==> src/rtl/serial_csel_subtractor_pkg.sv <==
// Shared definitions for the digit-serial carry-select subtractor.
package serial_csel_subtractor_pkg;

    localparam logic [1:0] S_IDLE = 2'd0;
    localparam logic [1:0] S_RUN  = 2'd1;
    localparam logic [1:0] S_FIN  = 2'd2;

    localparam int unsigned DIGIT = 2;

endpackage

==> src/rtl/serial_csel_subtractor_slice2.sv <==
// Combinational 2-bit carry-select slice: two ripple pairs (carry-in 0 and 1)
// selected by the real carry.
module csel_sub_slice2 (
    input  logic [1:0] a,
    input  logic [1:0] bn,
    input  logic       cin,
    output logic [1:0] s,
    output logic       c1,
    output logic       cout
);

    logic s0_h0, s1_h0, c1_h0, co_h0;
    logic s0_h1, s1_h1, c1_h1, co_h1;

    always_comb begin
        {c1_h0, s0_h0} = {1'b0, a[0]} + {1'b0, bn[0]};
        {co_h0, s1_h0} = {1'b0, a[1]} + {1'b0, bn[1]} + {1'b0, c1_h0};
        {c1_h1, s0_h1} = {1'b0, a[0]} + {1'b0, bn[0]} + 2'd1;
        {co_h1, s1_h1} = {1'b0, a[1]} + {1'b0, bn[1]} + {1'b0, c1_h1};
    end

    always_comb begin
        s    = cin ? {s1_h1, s0_h1} : {s1_h0, s0_h0};
        c1   = cin ? c1_h1 : c1_h0;
        cout = cin ? co_h1 : co_h0;
    end

endmodule

==> src/rtl/serial_csel_subtractor.sv <==
// Digit-serial two's-complement subtractor, DIFF = A - B, 2 bits per cycle LSB-first.
module serial_csel_subtractor
    import serial_csel_subtractor_pkg::*;
#(
    parameter int WIDTH = 8
) (
    input  logic             CLK,
    input  logic             RST_N,
    input  logic             START,
    input  logic [WIDTH-1:0] A,
    input  logic [WIDTH-1:0] B,
    output logic             BUSY,
    output logic             DONE,
    output logic [WIDTH-1:0] DIFF,
    output logic             BORROW,
    output logic             OVF
);

    localparam int CNT_W = (WIDTH > 2) ? $clog2(WIDTH / 2) : 1;
    localparam logic [CNT_W-1:0] LAST_CNT = CNT_W'(WIDTH / 2 - 1);

    logic [1:0]       state_q, state_d;
    logic [CNT_W-1:0] cnt_q, cnt_d;
    logic [WIDTH-1:0] op_a_q, op_a_d;
    logic [WIDTH-1:0] op_b_q, op_b_d;
    logic [WIDTH-1:0] res_q, res_d;
    logic             carry_q, carry_d;
    logic             busy_q, busy_d;
    logic             done_q, done_d;
    logic [WIDTH-1:0] diff_q, diff_d;
    logic             borrow_q, borrow_d;
    logic             ovf_q, ovf_d;

    logic [1:0]       slice_s;
    logic             slice_c1;
    logic             slice_cout;
    logic [WIDTH-1:0] res_shift;

    csel_sub_slice2 u_slice (
        .a    (op_a_q[1:0]),
        .bn   (op_b_q[1:0]),
        .cin  (carry_q),
        .s    (slice_s),
        .c1   (slice_c1),
        .cout (slice_cout)
    );

    always_comb begin
        res_shift = (res_q >> DIGIT) | (WIDTH'(slice_s) << (WIDTH - DIGIT));
    end

    // Results are registered on the edge that processes the last digit, so they
    // are already valid while DONE is high; the slice's c1 on that digit is c_msb.
    always_comb begin
        state_d  = state_q;
        cnt_d    = cnt_q;
        op_a_d   = op_a_q;
        op_b_d   = op_b_q;
        res_d    = res_q;
        carry_d  = carry_q;
        done_d   = 1'b0;
        diff_d   = diff_q;
        borrow_d = borrow_q;
        ovf_d    = ovf_q;

        case (state_q)
            S_RUN: begin
                op_a_d  = op_a_q >> DIGIT;
                op_b_d  = op_b_q >> DIGIT;
                carry_d = slice_cout;
                cnt_d   = cnt_q + CNT_W'(1);
                res_d   = res_shift;
                if (cnt_q == LAST_CNT) begin
                    state_d  = S_FIN;
                    done_d   = 1'b1;
                    diff_d   = res_shift;
                    borrow_d = ~slice_cout;
                    ovf_d    = slice_c1 ^ slice_cout;
                end
            end
            default: begin
                state_d = S_IDLE;
                if (START) begin
                    state_d = S_RUN;
                    op_a_d  = A;
                    op_b_d  = ~B;
                    carry_d = 1'b1;
                    cnt_d   = '0;
                end
            end
        endcase

        busy_d = (state_d == S_RUN);
    end

    always_ff @(posedge CLK or negedge RST_N) begin
        if (!RST_N) begin
            state_q  <= S_IDLE;
            cnt_q    <= '0;
            op_a_q   <= '0;
            op_b_q   <= '0;
            res_q    <= '0;
            carry_q  <= 1'b0;
            busy_q   <= 1'b0;
            done_q   <= 1'b0;
            diff_q   <= '0;
            borrow_q <= 1'b0;
            ovf_q    <= 1'b0;
        end else begin
            state_q  <= state_d;
            cnt_q    <= cnt_d;
            op_a_q   <= op_a_d;
            op_b_q   <= op_b_d;
            res_q    <= res_d;
            carry_q  <= carry_d;
            busy_q   <= busy_d;
            done_q   <= done_d;
            diff_q   <= diff_d;
            borrow_q <= borrow_d;
            ovf_q    <= ovf_d;
        end
    end

    assign BUSY   = busy_q;
    assign DONE   = done_q;
    assign DIFF   = diff_q;
    assign BORROW = borrow_q;
    assign OVF    = ovf_q;

endmodule

==> config.mk <==
export PLATFORM = sky130hd
export DESIGN_NAME = serial_csel_subtractor
export DESIGN_NICKNAME = d
export VERILOG_FILES = /design/src/rtl/serial_csel_subtractor_pkg.sv /design/src/rtl/serial_csel_subtractor_slice2.sv /design/src/rtl/serial_csel_subtractor.sv
export SDC_FILE = /design/constraint.sdc
export NUM_CORES = 1
export LEC_CHECK = 0
export CORE_MARGIN = 2
export CORE_UTILIZATION = 46
export CTS_CLUSTER_DIAMETER = 200
export DETAILED_ROUTE_END_ITERATION = 12
export PLACE_DENSITY = 0.74
export SYNTH_ARGS = -nofsm -noshare
export SYNTH_HDL_FRONTEND = slang
export SYNTH_SLANG_ARGS = --single-unit
export TNS_END_PERCENT = 10
==> constraint.sdc <==
create_clock -name CLK -period 1.61 [get_ports CLK]
set_input_delay 0.483 -clock CLK [delete_from_list [all_inputs] [get_ports CLK]]
set_output_delay 0.483 -clock CLK [all_outputs]
set_load 0.03 [all_outputs]
Word level (Yosys, flattened, before mapping)
Index checks and enable logic that the tools add are counted.
{ "word_totals": {"output_inout_bits": 12, "input_bits": 19, "word_cells": 42, "register_bits": 41} }
{ "classes": {"n_mux": 16, "bitwise": 4, "reduce_logical": 2, "eq_ne": 3, "addsub": 6} }
{ "op_table": {"columns": ["cell", "count"], "rows": [
  ["2-to-1 mux 8 bit", 4],
  ["2-to-1 mux 2 bit", 5],
  ["NOT 8 bit", 1],
  ["bitwise OR 6 x 8 -> 8 bit", 1],
  ["2-to-1 mux 1 bit", 7],
  ["adder 1 x 1 -> 2 bit", 2],
  ["adder 2 x 1 -> 2 bit", 2],
  ["adder 2 x 1 -> 2 bit (second input constant)", 2],
  ["equality test 2 x 1 -> 1 bit (second input constant)", 2],
  ["equality test 2 bit (second input constant)", 1],
  ["AND reduction 2 bit", 1],
  ["nonzero test 2 bit", 1],
  ["NOT 1 bit", 1],
  ["XOR 1 bit", 1]
]} }

Longest topological paths before layout
Gate-level depths: netlist of the first run.
{ "depth": {"word_depth": 5, "mapped_depth": 7, "mapped_depth_nobuf": 7} }

By module
From an unflattened synthesis of the first run, not the netlist that was laid out.
{ "unflattened": {"cells_unflattened": 138, "hier_area_um2": 1811.7} }
{ "modules_own_cells": {"columns": ["mod", "cells_each", "seq_area_each_um2", "instances", "area_per_inst_um2"], "rows": [
  ["serial_csel_subtractor", 126, 975.9, 1, 1695.4],
  ["csel_sub_slice2", 12, 0.0, 1, 116.4]
]} }

Worst setup path before layout of the first run
Ideal clock, no wire load.
{ "synth_path": {"path_type": "flip-flop to flip-flop", "start": "reg op_a_q[0]", "end": "reg borrow_q, in the netlist BORROW", "setup_slack_ns": 0.111, "arrival_ns": 1.416, "setup_time_ns": 0.083, "n_path_buf": 0, "required_time_ns": 1.527, "synth_period_minus_slack_ns": 1.499, "stages_incl_launch_ff": 7, "path_cell_list": "dfrtp_1 inv_1 ha_1 inv_1 fa_1 mux2_2 o21ai_0"} }
{ "synth_via": {"elab_chain_len": 5, "word_cells_on_any_way": 6, "cone_classes": "add/sub (4); mux (1); bitwise (1)"} }
{ "synth_rtl": {"columns": ["element", "line", "source"], "rows": [
  ["start, declared", "serial_csel_subtractor.sv:24", "logic [WIDTH-1:0] op_a_q, op_a_d;"],
  ["start signal, assigned", "serial_csel_subtractor.sv:112", "op_a_q <= op_a_d;"],
  ["adder 1 x 1 -> 2 bit *", "serial_csel_subtractor_slice2.sv:16, serial_csel_subtractor_slice2.sv:18", null],
  ["adder 2 x 1 -> 2 bit", "serial_csel_subtractor_slice2.sv:18", "{c1_h1, s0_h1} = {1'b0, a[0]} + {1'b0, bn[0]} + 2'd1;"],
  ["adder 2 x 1 -> 2 bit", "serial_csel_subtractor_slice2.sv:19", "{co_h1, s1_h1} = {1'b0, a[1]} + {1'b0, bn[1]} + {1'b0, c1_h1};"],
  ["2-to-1 mux 1 bit *", "serial_csel_subtractor_slice2.sv:25", "cout = cin ? co_h1 : co_h0;"],
  ["NOT 1 bit *", "serial_csel_subtractor.sv:77", "borrow_d = ~slice_cout;"],
  ["end signal, assigned", "serial_csel_subtractor.sv:119", "borrow_q <= borrow_d;"],
  ["end, declared", "serial_csel_subtractor.sv:31", "logic borrow_q, borrow_d;"]
]} }
Every way passes the cells marked *; elsewhere a longest branch is shown, timed or not.
A chain may end at the register's enable or synchronous reset.

Final worst setup path of the first run
{ "layout_path": {"start": "reg op_a_q[0]", "end": "reg ovf_q, in the netlist OVF"} }
{ "layout_via": {"elab_chain_len": 5, "word_cells_on_any_way": 7, "cone_classes": "add/sub (4); mux (2); bitwise (1)"} }
{ "layout_rtl": {"columns": ["element", "line", "source"], "rows": [
  ["adder 1 x 1 -> 2 bit *", "serial_csel_subtractor_slice2.sv:16, serial_csel_subtractor_slice2.sv:18", null],
  ["adder 2 x 1 -> 2 bit", "serial_csel_subtractor_slice2.sv:18", null],
  ["adder 2 x 1 -> 2 bit", "serial_csel_subtractor_slice2.sv:19", null],
  ["2-to-1 mux 1 bit", "serial_csel_subtractor_slice2.sv:25", null],
  ["XOR 1 bit *", "serial_csel_subtractor.sv:78", "ovf_d = slice_c1 ^ slice_cout;"],
  ["end signal, assigned", "serial_csel_subtractor.sv:120", "ovf_q <= ovf_d;"],
  ["end, declared", "serial_csel_subtractor.sv:32", "logic ovf_q, ovf_d;"]
]} }
Marked as above.

==> results.tsv, run 1 <==
metric	value	unit
first_iter_violations	46	
antenna_found_initial	0	
r2r-start	op_a_q[0]	
grt_max_degree	21	
grt-ovfl-total	0	
clk_latency	290	ps
die-area	0.004271	mm²
cts_hold_buf	0	
maxSlewHeadroom	0.7595	
drcViolationCount	0	
cellPowerDensity	1924	mW/mm²
ios	31	
dpl_cell_area	0.002110	mm²
fin_crit_sh	0.9724	
detail_route.wl_per_cell	12.82	µm
postCtsSetupBuffers	0	
ys_seq_elements	39	
min_path_type	in -> async	
fin_skew	4.710	ps
reg2regPathDepth	7	
start_util	0.4766	
netlist.top_cell.by_area	dfrtp_1	
vias	1186	
ant_nets	0	
port_buffers	30	
combPwrFrac	0.412	
avgSynthCellArea	11.03	µm²
synth_top_area_frac	0.5636	
netlist-cell-type-count	22	
end_kind	flop	
path_clk_slew	70	ps
swShare	0.3761	
tightest_slew	360.8	ps
placementRows	22	
hold_viol_final	0	
ff2ff_setup_slack	40	ps
wl	3.090	mm
leakage	1.100	nW
seqPwrFrac	0.394	
max_freq	638.8	MHz
cap_viol_max_count	0	
synth.yosys.warnings	0	
clk_path_buf_depth	2	
syn_inst	157	
timing.rr.end	OVF	
startpoint_type	flop	
worstPathMaxFanout	3	
drive_above_1_share	0.1658	
grt_pass1_vias	1205	
cts.sinks	39	
status	complete, no violations	
synth-seq-area-share	0.5636	
required	1820	ps
slew_violations	0	
p_int	0.002668	W
root_buffer	clkbuf_8	
dp_hpwl	2.372	mm
gp_congestion	0.7855	
worstPathArrival	1770	ps
core_region_area	0.003633	mm²
final.min_clock_period	1565	ps
synth-edff-count	0	
synthTopCellsByArea	dfrtp_1 56%, mux2i_1 8.1%, nand2_1 7.2%, o21ai_0 6.4%, mux2_2 5.9%	
synth_area	0.001732	mm²
die_y	65.36	µm
cts_tree	yes	
clkPwrFrac	0.194	
synth_ff_type	dfrtp_1	
numCtsBuffers	5	
cts_max_level	2	
track_usage	0.1699	
nets	216	
grt_pass1_wl	5.464	mm
rsz0062_at_grt	true	
critPathKind	reg -> reg	
final_area	0.002223	mm²
fp.dieW	65.36	µm
via_per_inst	4.921	
setup_viol	0	
ir_worst_vdd	0.0008666	V
drtPass1Iterations	4	
async_flop_share	1.000	
fin_ws	44.51	ps
antennaDiodeCount	0	
fin_setup_tns	0	ps
syn_to_final_growth	28.40	%
place_ws	-103.6	ps
switchingPower	0.001609	W
synth_fp_nets	181	
[layout make-up]
cell class | instances | area [µm²]
Inverter | 9 | 33.78
Multi-Input combinational cell | 100 | 678.2
Tap cell | 48 | 60.06
Timing Repair Buffer | 37 | 357.8
Clock buffer | 6 | 82.58
Clock inverter | 2 | 35.03
Sequential cell | 39 | 975.9
Fill cell | 325 | 1410
[Yosys cell counts (all sizes together), types with 2 or more instances]
cell / n
ha: 3
clkbuf: 2
xnor2: 2
inv: 9
mux2: 9
nand2: 33
mux2i: 14
buf: 7
fa: 2
nand2b: 2
nor2: 8
o21ai: 22
dfrtp: 39
[critical path, cell delays in order (launching register included)]
cell     delay, ps
dfrtp_1        410
inv_1           70
ha_2           190
inv_2           40
fa_2           360
xnor2_1        170
mux2i_1         90
o21ai_1        160
[cells by family (layout without fill, tap and decap cells)]
logic type,after synthesis,after routing,share of synthesized area
compound gates,24,24,0.07226
simple gates,45,45,0.1134
fa+ha+maj,5,5,0.04480
flops,39,39,0.5636
mux,23,23,0.1394
buf+inv,18,54,0.05129
xor+xnor,3,3,0.01518
[power by group through the flow]
| stage | registers [W] | clock network (W) | logic [W] |
|---|---|---|---|
| floorplan | 0.00188 | 0 | 0.00106 |
| global placement | 0.00167 | 0 | 0.00173 |
| CTS | 0.00169 | 0.000843 | 0.00174 |
| finish | 0.00169 | 0.000828 | 0.00176 |
| global route | 0.00174 | 0.000894 | 0.00200 |
| detailed placement | 0.00171 | 0 | 0.00181 |
[metal layers]
metal | vias up | routed length [µm] | share of wire | track usage
li1 | 575 | - | - | -
met1 | 571 | 1251 | 0.40 | 0.1889
met2 | 33 | 1663 | 0.54 | 0.3112
met3 | 7 | 134 | 0.043 | 0.04795
met4 | 0 | 40 | 0.013 | 0.05469
met5 | - | 0 | 0 | 0
[sequential cells by signal, summed over array words and instances (netlist names)]
register,count
op_a_q,8
carry_q,1
op_b_q,8
state_q,2
cnt_q,2
OVF,1
DONE,1
BORROW,1
DIFF,8
BUSY,1
res_q,6
[repair_timing]
action                                  in CTS  in global routing
endpoints found under the hold margin        0                  0
pin swaps                                    0                  1
endpoints found under the setup margin      14                  5
gates resized for setup                     14                  5
[stage by stage]
step                  util  hold slack (ps)  cells  total power, W
floorplan                -            187.4    157        0.002938
global placement    0.5806            354.9    233        0.003403
detailed placement  0.5806            357.6    233        0.003521
CTS                 0.6095            47.31    241        0.004271
global route        0.6119            53.53    241        0.004636
finish              0.6119            47.46    241        0.004277
[worst max-delay path by stage]
stage / slack, ps / endpoint / cells past startpoint / from
after CTS: 2 / OVF / 5 / op_a_q[0]
after global placement: -20 / cnt_q[0] / 4 / START
after global routing: -40 / res_q[7] / 6 / op_a_q[0]
after floorplan: 110 / BORROW / 6 / op_a_q[0]
after detailed placement: -100 / OVF / 7 / op_a_q[0]
final: 40 / OVF / 7 / op_a_q[0]
[layout by cell type (no fill, tap or decap)]
master	instances
clkdlybuf4s50_1	17
nor2_1	7
clkbuf_8	6
nand2b_1	2
bufinv_16	1
a211oi_1	1
dlygate4sd2_1	12
mux2i_2	1
inv_1	8
nand3b_4	1
fa_2	2
buf_2	1
o21ai_1	2
dfrtp_1	39
nor2_2	1
o31ai_1	1
o21ai_0	20
and2b_1	1
buf_4	5
nand2_1	33
ha_1	2
buf_12	2
xor2_1	1
mux2_2	9
ha_2	1
clkinv_2	1
xnor2_1	2
mux2i_1	13
inv_2	1
No activity file was read; power rests on OpenSTA's default activity.
==> inputs of run 2 (changes only) <==
==> constraint.sdc (replaced) <==
create_clock -name CLK -period 1.61 [get_ports CLK]
set_input_delay 0.483 -clock CLK [delete_from_list [all_inputs] [get_ports CLK]]
set_output_delay 0.483 -clock CLK [all_outputs]
set_load 0.01 [all_outputs]
==> results of run 2 <==
The final DEF is identical to that of run 1. Status: complete, no violations.
Main changes from that run: total power 0.004277 W -> 0.004075 W; worst IR drop on VDD 0.0008666 V -> 0.0008600 V
==> inputs of run 3 (changes only) <==
--- a/config.mk
+++ b/config.mk
@@ -5,7 +5,7 @@
 export SDC_FILE = /design/constraint.sdc
 export NUM_CORES = 1
 export LEC_CHECK = 0
-export CORE_MARGIN = 2
+export CORE_MARGIN = 10
 export CORE_UTILIZATION = 46
 export CTS_CLUSTER_DIAMETER = 200
 export DETAILED_ROUTE_END_ITERATION = 12
==> run 3 against run 2 <==
Worst hold slack gained 180 ps; sequential cell count is the same; total power grew 3.0%; clock-buffer cell count shrank 1; critical path depth is the same; global-route usage shrank 5.7 points; clock power grew 18%; cell count is the same; routed wire length grew 6.5%; die area grew 55%; sequential power is essentially flat; largest cell class unchanged.
==> results.tsv, run 3 (synthesis results as in run 1) <==
metric	value	unit	change
status	complete, no violations		
antenna_found_initial	0		unchanged
core_region_area	0.003661	mm²	+0.76%
setup_viol	0		unchanged
die-area	0.006619	mm²	+55%
combPwrFrac	0.368		
syn_to_final_growth	28.83	%	
timing.rr.end	OVF		
tightest_slew	480.9	ps	+120.2 ps
startpoint	op_a_q[0]		
antennaDiodeCount	0		unchanged
cts_tree	yes		
reg2regPathDepth	7		unchanged
ff2ff_setup_slack	30	ps	-20 ps
ff_latch_area	975.9	µm²	unchanged
slew_violations	0		unchanged
switchingPower	0.001425	W	
r2r-start	op_a_q[0]		
ir_worst_vdd	0.0008204	V	
wl	3.290	mm	+6.5%
multi_input_area	679.4	µm²	+0.18%
gp_congestion	0.7446		-5.2%
finalCoreUtilization	0.6094		-0.002551
leakage	1.108	nW	+0.69%
fin_skew	5.054	ps	+0.3437 ps
maxSlewHeadroom	0.6794		-0.08010
detail_route.wl_per_cell	13.65	µm	+6.5%
critPathKind	reg -> reg		
required	1790	ps	-30 ps
placed_cells	232		-0.43%
fin_crit_sh	0.9834		+0.01107
dp_hpwl	2.433	mm	+2.6%
nets	216		unchanged
p_int	0.002773	W	
grt_pass1_vias	1303		+8.1%
num-fill-cells	305		-6.2%
hold_viol_final	0		unchanged
fp.dieW	81.36	µm	+24%
seqPwrFrac	0.399		
critPathCapture	OVF		
ant_nets	0		unchanged
drive_above_1_share	0.1554		-0.01036
die_y	81.36	µm	+24%
grt_pass1_wl	5.851	mm	+7.1%
worstPathMaxFanout	3		unchanged
cts.sinks	39		unchanged
grt-ovfl-total	0		unchanged
final.min_clock_period	1583	ps	+17.83 ps
clk_latency	300	ps	about the same
path_clk_slew	80	ps	about the same
startpoint_type	flop		
end_kind	flop		
cts_max_level	2		unchanged
start_util	0.4730		-0.003583
clk_path_buf_depth	2		unchanged
max_freq	631.6	MHz	-1.1%
swShare	0.3393		
root_buffer	clkbuf_8		
clkPwrFrac	0.232		
drtPass1Iterations	4		unchanged
via_per_inst	4.876		-0.93%
grt_max_degree	40		+90%
ios	31		unchanged
first_iter_violations	41		-11%
cap_viol_max_count	0		unchanged
worstPathArrival	1760	ps	about the same
final_cell_mix	39 x dfrtp_1, 33 x nand2_1, 21 x o21ai_0		
vias	1175		-0.93%
final_common_cell	dfrtp_1		
placementRows	22		unchanged
port_buffers	30		unchanged
final_cells	241		unchanged
numCtsBuffers	5		unchanged
cts_hold_buf	0		unchanged
rsz0062_at_grt	true		
cellPowerDensity	1882	mW/mm²	
min_path_type	in -> async		
track_usage	0.1133		-0.05658
drcViolationCount	0		unchanged
## run 3: per-stage QoR
stage | TNS (ps) | hold WS (ps) | setup WS [ps] | total power, W | instance area, µm²
floorplan | 0 | 187.4 | 111.3 | 0.002739 | 1732
global placement | -14.80 | 458.0 | -14.18 | 0.003202 | 2090
detailed placement | -268.5 | 463.4 | -49.51 | 0.003308 | 2090
CTS | 0 | 238.2 | 52.41 | 0.004203 | 2216
global route | -153.5 | 251.4 | -53.77 | 0.004543 | 2231
finish | 0 | 228.6 | 26.68 | 0.004198 | 2231
## run 3: critical path, cell delays in order (launching register included)
cell,delay [ps]
dfrtp_1,410
inv_1,70
ha_1,160
inv_1,60
fa_2,380
xnor2_2,150
mux2i_1,150
o21ai_1,90
## run 3: what timing repair did
item / 4_1_cts / 5_1_grt
setup endpoints to repair: 13 / 4
buffers inserted: 0 / 1
pin swaps: 0 / 0
resized for setup: 15 / 1
cloned: 0 / 0
## run 3: layer usage
| metal | track usage | part of all wire | vias up |
|---|---|---|---|
| met4 | 0.04152 | 0.015 | 0 |
| met5 | 0 | 0 | - |
| met2 | 0.1927 | 0.49 | 33 |
| met1 | 0.1121 | 0.39 | 556 |
| met3 | 0.06623 | 0.10 | 7 |
| li1 | - | - | 579 |
## run 3: worst min path at each step
stage / end / from / cells after the start
finish: DIFF[6] / RST_N / 2
global route: DIFF[6] / RST_N / 2
CTS: DIFF[6] / RST_N / 2
detailed placement: res_q[2] / res_q[2] / 2
global placement: op_b_q[2] / op_b_q[4] / 2
floorplan: BORROW / RST_N / 0
## run 3: power by group through the flow
stage | Sequential [W] | Clock [W] | Combinational [W]
after global placement | 0.00167 | 0 | 0.00153
after detailed placement | 0.00170 | 0 | 0.00160
after CTS | 0.00168 | 0.000993 | 0.00153
after floorplan | 0.00168 | 0 | 0.00106
final | 0.00168 | 0.000975 | 0.00155
after global routing | 0.00173 | 0.00103 | 0.00178
## run 3: layout make-up
| class | instances | share of cell area |
|---|---|---|
| Clock buffer | 5 | 0.03085 |
| Clock inverter | 3 | 0.03029 |
| Inverter | 9 | 0.01514 |
| Multi-Input combinational cell | 100 | 0.3045 |
| Sequential cell | 39 | 0.4375 |
| Tap cell | 48 | 0.02692 |
| Timing Repair Buffer | 37 | 0.1548 |
